### config.mk
export PLATFORM = sky130hd
export DESIGN_NAME = seq_multiplier_n
export DESIGN_NICKNAME = d
export VERILOG_FILES = /design/src/rtl/mult_pkg.sv /design/src/rtl/ripple_adder_n.sv /design/src/rtl/seq_multiplier_n.sv
export SDC_FILE = /design/constraint.sdc
export NUM_CORES = 1
export LEC_CHECK = 0
export BUFFER_PORTS_ARGS = -buffer_cell sky130_fd_sc_hd__buf_2
export CAP_MARGIN = 5
export CORE_AREA = 5 5 74 76
export DETAILED_ROUTE_END_ITERATION = 8
export DIE_AREA = 0 0 79 81
export PLACE_DENSITY = 0.76
export SYNTH_ARGS = -nofsm -noshare
export SYNTH_HDL_FRONTEND = slang
export SYNTH_HIERARCHICAL = 1
export SYNTH_SLANG_ARGS = --single-unit
### constraint.sdc
create_clock -name Clk -period 5.9 [get_ports Clk]
set_clock_uncertainty 0.05 [all_clocks]
set_input_delay 0.885 -clock Clk [delete_from_list [all_inputs] [get_ports Clk]]
set_output_delay 0.885 -clock Clk [all_outputs]
set_load 0.005 [all_outputs]
### src/rtl/mult_pkg.sv
// mult_pkg: shared state encoding and counter-width helper for seq_multiplier_n
package mult_pkg;
  typedef enum logic [1:0] {IDLE, ADD, SHIFT, DONE} mult_state_t;
  localparam int DEFAULT_WIDTH = 8;
  // Counter must index 0..w-1; keep at least one bit for w=2.
  function automatic int cnt_width(input int w);
    return (w > 2) ? $clog2(w) : 1;
  endfunction
endpackage

### src/rtl/ripple_adder_n.sv
// ripple_adder_n: N-bit ripple-carry adder
//   A, B : addends (N bits)   c_in : carry in
//   Sum  : N-bit sum          CO   : carry out
module ripple_adder_n #(
  parameter int N = 9
) (
  input  logic [N-1:0] A,
  input  logic [N-1:0] B,
  input  logic         c_in,
  output logic [N-1:0] Sum,
  output logic         CO
);
  logic [N:0] c;
  assign c[0] = c_in;
  for (genvar i = 0; i < N; i++) begin : g_bit
    assign Sum[i]  = A[i] ^ B[i] ^ c[i];
    assign c[i+1] = (A[i] & B[i]) | (c[i] & (A[i] ^ B[i]));
  end
  assign CO = c[N];
endmodule

### src/rtl/seq_multiplier_n.sv
// seq_multiplier_n: shift-add WIDTHxWIDTH multiplier, signed or unsigned, Start/Busy/Done handshake
//   Clk, Reset (sync, active-low), Start, Signed_Mode
//   Multiplicand (S), Multiplier (B) : WIDTH-bit operands, latched with Start
//   Busy : operation in flight        Done : one-cycle result-valid pulse
//   Product : 2*WIDTH-bit registered result   X : extension/carry bit of {X,A,B}
module seq_multiplier_n
  import mult_pkg::*;
#(
  parameter int WIDTH = DEFAULT_WIDTH,
  parameter int CNT_W = cnt_width(WIDTH)
) (
  input  logic                 Clk,
  input  logic                 Reset,
  input  logic                 Start,
  input  logic                 Signed_Mode,
  input  logic [WIDTH-1:0]     Multiplicand,
  input  logic [WIDTH-1:0]     Multiplier,
  output logic                 Busy,
  output logic                 Done,
  output logic [2*WIDTH-1:0]   Product,
  output logic                 X
);
  mult_state_t      state;
  logic [WIDTH-1:0] s, a, b;
  logic             sgn;
  logic [CNT_W-1:0] count;
  logic             last, neg, co_unused;
  logic [WIDTH:0]   ext_s, op, sum;
  // Last signed iteration subtracts: ~ext(S) here plus c_in=1 on the same adder.
  always_comb begin
    last  = count == CNT_W'(WIDTH - 1);
    neg   = sgn & last & b[0];
    ext_s = {sgn & s[WIDTH-1], s};
    op    = b[0] ? (neg ? ~ext_s : ext_s) : '0;
  end
  ripple_adder_n #(.N(WIDTH + 1)) u_add (
    .A    ({sgn & a[WIDTH-1], a}),
    .B    (op),
    .c_in (neg),
    .Sum  (sum),
    .CO   (co_unused)
  );
  // Busy is registered, so it stays high through the Done cycle and drops
  // on the edge after, while the FSM is already back in IDLE accepting Start.
  always_ff @(posedge Clk) begin
    if (!Reset) begin
      state   <= IDLE;
      s       <= '0;
      a       <= '0;
      b       <= '0;
      sgn     <= 1'b0;
      X       <= 1'b0;
      count   <= '0;
      Product <= '0;
      Busy    <= 1'b0;
      Done    <= 1'b0;
    end else begin
      Done <= 1'b0;
      case (state)
        IDLE: begin
          Busy <= Start;
          if (Start) begin
            s     <= Multiplicand;
            b     <= Multiplier;
            sgn   <= Signed_Mode;
            a     <= '0;
            X     <= 1'b0;
            count <= '0;
            state <= ADD;
          end
        end
        ADD: begin
          {X, a} <= sum;
          state  <= SHIFT;
        end
        SHIFT: begin
          X     <= sgn & X;
          a     <= {X, a[WIDTH-1:1]};
          b     <= {a[0], b[WIDTH-1:1]};
          count <= count + CNT_W'(1);
          state <= last ? DONE : ADD;
        end
        DONE: begin
          Product <= {a, b};
          Done    <= 1'b1;
          state   <= IDLE;
        end
      endcase
    end
  end
endmodule

==> Yosys cells after proc, flatten, opt, wreduce, memory -nomap -nowiden <==
Cells that the tools add are included.
{ "word_totals": {"reg_bits": 49, "latchBits": 0, "mem_bits_rw": 0, "mem_bits_ro": 0, "inputBits": 20, "out_inout_bits": 19, "wordCells": 84, "mem_count": 0} }
{ "op_classes": {"addsub": 1, "n_mul": 0, "n_div": 0, "n_lt_le_gt_ge": 0, "n_eq_ne": 5, "shift": 0, "mux": 14, "n_bitwise": 48, "n_reduce_logical": 6} }
{ "ops": {"columns": ["op", "count"], "rows": [
  ["one-hot mux 8 bit (3 select lines)", 1],
  ["bitwise AND 1 bit", 21],
  ["2-to-1 mux 9 bit", 2],
  ["bitwise XOR 1 bit", 18],
  ["2-to-1 mux 8 bit", 2],
  ["one-hot mux 8 bit (2 select lines)", 1],
  ["NOT 9 bit", 1],
  ["OR 1 bit", 8],
  ["one-hot mux 2 bit (4 select lines)", 1],
  ["one-hot mux 3 bit (2 select lines)", 1],
  ["AND reduction 2 bit", 3],
  ["== test 2 bit (second input constant)", 2],
  ["2-to-1 mux 2 bit", 2],
  ["adder 3 x 1 -> 3 bit (second input constant)", 1],
  ["== test 3 bit (second input constant)", 1],
  ["2-to-1 mux 3 bit", 1],
  ["one-hot mux 1 bit (3 select lines)", 1],
  ["nonzero test 3 bit", 1],
  ["== test 2 x 1 -> 1 bit (second input constant)", 1],
  ["logical NOT 2 bit", 1],
  ["2-to-1 mux 1 bit", 2],
  ["inequality test 2 bit (second input constant)", 1],
  ["nonzero test 2 bit", 1]
]} }

==> Depth between registers and ports, before layout <==
Gate-level depths: netlist of the first run.
{ "depth": {"depth_word": 24, "ltp_mapped": 20, "depth_no_buf": 20} }

==> Modules after synthesis <==
Netlist of the first run, hierarchy kept.
{ "by_module_without_submodules": {"columns": ["module", "n_inst", "cells_per_inst", "area_per_inst_um2", "seq_area_each_um2"], "rows": [
  ["seq_multiplier_n", 1, 234, 2304.7, 980.9],
  ["ripple_adder_n", 1, 19, 217.7, 0.0]
]} }

==> Worst setup path after synthesis of the first run <==
Ideal clock, no wire load.
{ "synth_timing": {"path_kind": "register -> register", "startpoint": "reg count[0]", "endpoint": "reg X", "setup_time_ps": 69, "arrival_ps": 4738, "required_ps": 5781, "setup_slack_ps": 1043, "stages_incl_launch_ff": 21, "path_buffers": 0, "synth_period_minus_slack_ps": 4857, "path_cell_list": "dfxtp_1 > ha_1 > ha_1 > nand2_2 > xnor2_1 > and2_1 > fa_1 > inv_1 > fa_1 > inv_1 > fa_1 > fa_1 > fa_1 > fa_1 > fa_1 > fa_1 > inv_1 > fa_1 > inv_1 > a32oi_1 > o21ai_1"} }
{ "synth_via": {"elab_chain_cells": 24, "word_cells_on_any_way": 40, "cone_classes": "eq/ne (1); mux (3); bitwise (36)"} }
{ "synth_lines": {"columns": ["item", "line_no", "source"], "rows": [
  ["from (decl)", "seq_multiplier_n.sv:26", "logic [CNT_W-1:0] count;"],
  ["from (signal assigned)", "seq_multiplier_n.sv:80", "count <= count + CNT_W'(1);"],
  ["== test 3 bit (*)", "seq_multiplier_n.sv:31", "last = count == CNT_W'(WIDTH - 1);"],
  ["bitwise AND 1 bit (*) (2 in series)", "seq_multiplier_n.sv:32", "neg = sgn & last & b[0];"],
  ["2-to-1 mux 9 bit (*) (2 in series)", "seq_multiplier_n.sv:34", "op = b[0] ? (neg ? ~ext_s : ext_s) : '0;"],
  ["named net op[0]", "seq_multiplier_n.sv:28", "logic [WIDTH:0] ext_s, op, sum;"],
  ["bitwise XOR 1 bit", "ripple_adder_n.sv:17", "assign c[i+1] = (A[i] & B[i]) | (c[i] & (A[i] ^ B[i]));"],
  ["bitwise AND 1 bit", "ripple_adder_n.sv:17", null],
  ["OR 1 bit (*)", "ripple_adder_n.sv:17", null],
  ["bitwise AND 1 bit (*)", "ripple_adder_n.sv:17", null],
  ["(+8 left out)", null, null],
  ["OR 1 bit (*)", "ripple_adder_n.sv:17", null],
  ["bitwise AND 1 bit (*)", "ripple_adder_n.sv:17", null],
  ["OR 1 bit (*)", "ripple_adder_n.sv:17", null],
  ["bitwise AND 1 bit (*)", "ripple_adder_n.sv:17", null],
  ["OR 1 bit (*)", "ripple_adder_n.sv:17", null],
  ["bitwise XOR 1 bit (*)", "ripple_adder_n.sv:16", "assign Sum[i] = A[i] ^ B[i] ^ c[i];"],
  ["named net sum[8]", "seq_multiplier_n.sv:28", null],
  ["one-hot mux 1 bit (3 select lines) (*)", "seq_multiplier_n.sv:59", "case (state)"],
  ["to (signal assigned)", "seq_multiplier_n.sv:73", "{X, a} <= sum;"],
  ["to (signal assigned)", "seq_multiplier_n.sv:77", "X <= sgn & X;"],
  ["to (decl)", "seq_multiplier_n.sv:21", "output logic X"]
]} }
Mark *: on every way through the listed nets, which the timed path passes. The rest lies on a longest branch.
A chain may end at the register's enable or synchronous reset.

==> Worst setup path after layout of the first run <==
Ends and elaborated chain as after synthesis.

==> results of run 1 <==
## layer usage
layer  part of all wire, %  global-route usage [%]  vias up
li1                      -                       -      904
met1                    48                   18.49      806
met2                    46                   24.83       33
met3                   4.8                   3.769        5
met4                  0.93                   5.155        0
met5                     0                       0        -
## power groups by stage
stage | Sequential (µW) | Clock [µW] | Combinational (µW)
after global placement | 375 | 0 | 123
after floorplan | 370 | 0 | 109
final | 368 | 235 | 126
after CTS | 369 | 244 | 126
after global routing | 371 | 256 | 140
after detailed placement | 377 | 0 | 126
## final timing paths
check                               from   end  slack, ps
worst max-delay path            count[0]     X        750
worst max register to register  count[0]     X        750
worst min register to register      Busy  Busy        430
worst min-delay path                Busy  Busy        430
## area by class of cell
cell class                      count  area (µm²)  area share (%)
Sequential cell                    49       980.9           35.19
Clock buffer                        5       68.82           2.469
Inverter                           12       45.04           1.616
Tap cell                           54       67.56           2.424
Timing Repair Buffer               38       190.2           6.822
Multi-Input combinational cell    173        1389           49.82
Clock inverter                      3       46.29           1.661
## placed cells by master, fill, tap and decap left out, types with 6 or more instances in the layout
| master | n |
|---|---|
| dfxtp_1 | 49 |
| buf_2 | 38 |
| nand2_1 | 28 |
| nor2b_1 | 26 |
| mux2i_1 | 25 |
| inv_1 | 12 |
| and2_1 | 11 |
| a21boi_1 | 10 |
| xnor2_1 | 9 |
| a32oi_1 | 9 |
| fa_1 | 9 |
| o211a_1 | 8 |
| a22o_1 | 8 |
| ha_1 | 6 |
## worst max-delay path, delay by kind of cell, from the launching register on
kind	cells	cell delay, ps
adders and majority gates	11	3640
DFF	1	400
and+or+nand+nor	2	360
buffers and inverters	4	270
AOI/OAI and AO/OA	2	220
xor gates and xnor gates	1	160
## per-stage QoR
| step | util [%] | instance area, µm² | instances | hold slack, ps | setup slack, ps |
|---|---|---|---|---|---|
| CTS | 59.81 | 2788 | 334 | 430.4 | 712.0 |
| detailed placement | 57.34 | 2673 | 326 | 415.0 | 750.4 |
| floorplan | - | 2519 | 252 | 397.5 | 1043 |
| global placement | 57.34 | 2673 | 326 | 408.6 | 899.2 |
| global route | 59.81 | 2788 | 334 | 460.3 | 468.6 |
| finish | 59.81 | 2788 | 334 | 428.3 | 747.0 |
## flip-flops by register name, indices dropped and copies added, names as in the netlist
name     flops
Busy         1
b            8
X            1
Done         1
sgn          1
count        3
s            8
Product     16
a            8
state        2
==> flow_summary.toml, run 1 <==
[layout]
n_antenna_cell = 0
nFillCells = 416
syn_to_final_growth_pct = 10.68
drive_above_1_share_pct = 17.50
fin_nets = 314

[clocking]
post_cts_buffers = 0
htree_levels = 2
postCtsHoldBufs = 0
insertion_delay_ps = 300
numCtsBuffers = 5
clkTransAtPathRegs_ps = 90
cts_tree = "yes"
cts_root_buf = "clkbuf_8"
clock_tree.buffer_depth = 2
cts_resized = 0
cts.sinks = 49

[place]
port_buffers = 38
dp_hpwl_um = 3204
gp_congestion = 0.7972

[critical_path]
critPathKind = "flop to flop"
cp.required_ps = 6080
slowest_delay_ps = 410
path_max_fanout = 8
cp.arrival_ps = 5330
ff2ff_path_depth = 20
cp_cell_sequence = "ha_1 -> ha_1 -> nand2_2 -> xnor2_1 -> and2_1 -> fa_1 -> inv_1 -> fa_1 -> inv_1 -> fa_1 -> fa_1 -> fa_1 -> fa_1 -> fa_1 -> fa_1 -> inv_1 -> fa_1 -> inv_1 -> a32oi_1 -> o21ai_1"
start_kind = "flop"
crit_path_end_kind = "flop"
critPathSlowestCell = "fa_1"
path_common_cell = "fa_1"

[grt]
grt_start_max_net_pins = 51
grt_pass1_vias = 1703
gr-usage-all-layers_pct = 14.78
antenna_found_initial = 0
grt_overflow = 0
grt_pass1_wl_um = 7555

[pwr]
p_per_area_nw_per_um2 = 261.6
clockPowerShare_pct = 32.3
p_int_uw = 529.7
netSwitchingFraction_pct = 27.36
combPwrFrac_pct = 17.2
seqPwrFrac_pct = 50.5
leakagePower_uw = 0.001195
power.total_uw = 729.3
ir_drop_uv = 131.7
switchingPower_uw = 199.5

[timing]
hold_viol = 0
timing.final.crit_period_ps = 5153
slew_violations = 0
setup_viol = 0
fmax_mhz = 194.1
tns_ps = 0
slew_headroom_pct = 27.85
final.period_utilization_pct = 87.34
rsz0062_at_grt = "false"
tightest_slew_ps = 1082

[hold_path]
hold_path_depth = 2
min_path_type = "flop to flop"

[detailed_routing]
first_pass_iters = 4
drt-total-wl_um = 4432
via_count = 1748
vias_per_cell = 5.234
drtAntennaViolNets = 0
drcViolationCount = 0
first_iter_violations = 80
wl_per_cell_um = 13.27

[logic_synthesis]
syn_avg_cell_area_um2 = 9.995
syn_area_um2 = 2519
syn-instance-count = 252
ys_warn_count = 6
synth.net_count = 287

[floorplanning]
num_rows = 25
die_area_um2 = 6399
die_w_um = 79
die_height_um = 81
coreArea_um2 = 4661
initial_utilization_pct = 54.04
ios = 39

[status]
outcome = "completed"

[flow_run]
maxCapViolations = 0
(Power assumes the default switching activity.)
==> inputs of run 2 (changes only) <==
--- a/config.mk
+++ b/config.mk
@@ -7,11 +7,10 @@
 export LEC_CHECK = 0
 export BUFFER_PORTS_ARGS = -buffer_cell sky130_fd_sc_hd__buf_2
 export CAP_MARGIN = 5
-export CORE_AREA = 5 5 74 76
+export CORE_AREA = 2 2 72 74
 export DETAILED_ROUTE_END_ITERATION = 8
-export DIE_AREA = 0 0 79 81
+export DIE_AREA = 0 0 74 76
 export PLACE_DENSITY = 0.76
 export SYNTH_ARGS = -nofsm -noshare
 export SYNTH_HDL_FRONTEND = slang
-export SYNTH_HIERARCHICAL = 1
 export SYNTH_SLANG_ARGS = --single-unit
==> run 2 against run 1 <==
  * Design area is 1.9% higher
  * Hold slack better by 1.8 ps
  * Non-clock buffer count is the same
  * Sequential power hardly changed
==> flow_summary.toml, run 2 <==
[status]
outcome = "completed"

[place]
port_buffers = 38
dp_hpwl_um = 3363
gp_congestion = 0.8528
placedCellCount = 364
pre_cts_slack_ps = 1245

[logic_synthesis]
syn_area_um2 = 2580
async_reset_ff_share_pct = 0
yosys-top-cells-count = "dfxtp_1, nand2_1, mux2i_1, nor2b_1, and2_1"
ys_warn_count = 0
ys_seq_area_share_pct = 38.02
yosysMostFrequentCell = "dfxtp_1"
synth-edff-count = 0
synthDistinctLibCells = 36
ys_ff_latch = 49
synth_area_leader_cell = "dfxtp_1"
ys.flop_type = "dfxtp_1"
synth.top_cell.area_share_pct = 38.02
syn_avg_cell_area_um2 = 9.416
synth.net_count = 308
synthTopCellsByArea = "dfxtp_1, mux2i_1, fa_1"
syn-instance-count = 274

[layout]
mostFrequentLayoutCells = "dfxtp_1, nand2_1, buf_2"
fin_cells = 372
final_util_pct = 57.85
multi_input_area_um2 = 1451
syn_to_final_growth_pct = 10.14
drive_above_1_share_pct = 15.23
n_antenna_cell = 0
largest_reg_flops = 16
final_common_cell = "dfxtp_1"
top_register = "Product"
final-seq-area_um2 = 980.9
nFillCells = 435
fin_nets = 335

[clocking]
postCtsHoldBufs = 0
cts_resized = 0
htree_levels = 2
numCtsBuffers = 5
post_cts_buffers = 0
insertion_delay_ps = 300
cts.sinks = 49
cts_root_buf = "clkbuf_8"
cts_tree = "yes"
clock_tree.buffer_depth = 2
clkTransAtPathRegs_ps = 80

[critical_path]
r2r_setup_slack_ps = 1180
cp_cell_sequence = "ha_1 -> ha_1 -> nand3_1 -> inv_1 -> fa_1 -> inv_1 -> fa_1 -> inv_1 -> fa_1 -> fa_1 -> inv_1 -> fa_1 -> fa_1 -> fa_1 -> inv_1 -> fa_1 -> and2_1 -> o211a_1 -> o31ai_1 -> a211oi_1"
critPathSlowestCell = "fa_1"
path_buf_inv = 5
r2r-start = "count[0]"
slowest_delay_ps = 430
crit_path_end_kind = "flop"
cp.arrival_ps = 4850
cp.required_ps = 6040
cp_top_family = "adder cells"
path_max_fanout = 7
path_common_cell = "fa_1"
start_kind = "flop"
reg2reg_to = "X"
critPathKind = "flop to flop"
ff2ff_path_depth = 20

[floorplanning]
initial_utilization_pct = 52.52
coreArea_um2 = 4912
ios = 39
die_area_um2 = 5624
die_w_um = 74
num_rows = 26
die_height_um = 76

[grt]
grt_overflow = 0
grt_pass1_wl_um = 8211
grt_start_max_net_pins = 50
antenna_found_initial = 0
gr-usage-all-layers_pct = 18.38
grt_pass1_vias = 1750

[timing]
hold_viol = 0
final.period_utilization_pct = 79.95
rsz0062_at_grt = "false"
fmax_mhz = 212.0
tightest_slew_ps = 1034
setup_viol = 0
slew_violations = 0
timing.final.crit_period_ps = 4717
setup_slack_ps = 1183
slew_headroom_pct = 31.08
tns_ps = 0

[pwr]
ir_drop_uv = 126.6
leakagePower_uw = 0.001194
power.total_uw = 694.1
p_per_area_nw_per_um2 = 244.3

[hold_path]
min_to = "Busy"
min_from = "Busy"
hold_path_depth = 2
min_path_type = "flop to flop"

[detailed_routing]
drtAntennaViolNets = 0
drt-total-wl_um = 4814
wl_per_cell_um = 12.94
vias_per_cell = 5.126
drcViolationCount = 0
first_iter_violations = 120
via_count = 1907
first_pass_iters = 4

[flow_run]
maxCapViolations = 0
run 2: kinds of logic after synthesis:
group / share of synthesized area (%)
compound gates: 15.91
xor+xnor: 3.395
fa+ha+maj: 9.117
buf+inv: 5.723
flops: 38.02
mux: 10.86
simple gates: 16.97
run 2: worst max path at each step:
stage,startpoint,end,cells after the start
finish,count[0],X,20
CTS,count[0],X,20
floorplan,count[0],X,20
global route,count[0],X,20
detailed placement,count[0],X,20
global placement,count[0],X,20
run 2: stage by stage:
stage / cell area, µm² / hold WS (ps)
after floorplan: 2580 / 397.5
after global placement: 2759 / 414.3
after detailed placement: 2759 / 412.4
after CTS: 2841 / 427.6
after global routing: 2841 / 454.2
final: 2841 / 430.1
run 2: area by class of cell:
class | instances | share of cell area (%)
multi-input cells | 194 | 51.08
clock buffers | 6 | 2.554
inverters | 13 | 1.717
clock inverters | 2 | 0.3523
flip-flops and latches | 49 | 34.52
well taps | 70 | 3.082
repair buffers | 38 | 6.693
run 2: per-layer routing:
layer  vias to the layer above  global-route usage [%]  share of wire, %  wire length [µm]
met1                       882                   26.16                48              2328
li1                        978                       -                 -                 -
met5                         -                       0                 0                 0
met3                         6                   4.101               4.0               194
met2                        41                   27.50                46              2221
met4                         0                   6.000               1.5                70
run 2: power by group:
group | leakage [µW] | internal, µW | switching [µW]
Combinational | 0.000751 | 56.3 | 77.7
Sequential | 0.000399 | 350 | 19.4
Clock | 0.0000450 | 82.3 | 108
run 2: worst register-to-register path: stages, from the launching register on:
cell	delay [ps]
dfxtp_1	350
ha_1	210
ha_1	230
nand3_1	300
inv_1	110
fa_1	390
inv_1	70
fa_1	160
inv_1	50
fa_1	370
fa_1	380
inv_1	80
fa_1	200
fa_1	210
fa_1	180
inv_1	50
fa_1	430
and2_1	190
o211a_1	210
o31ai_1	260
a211oi_1	120
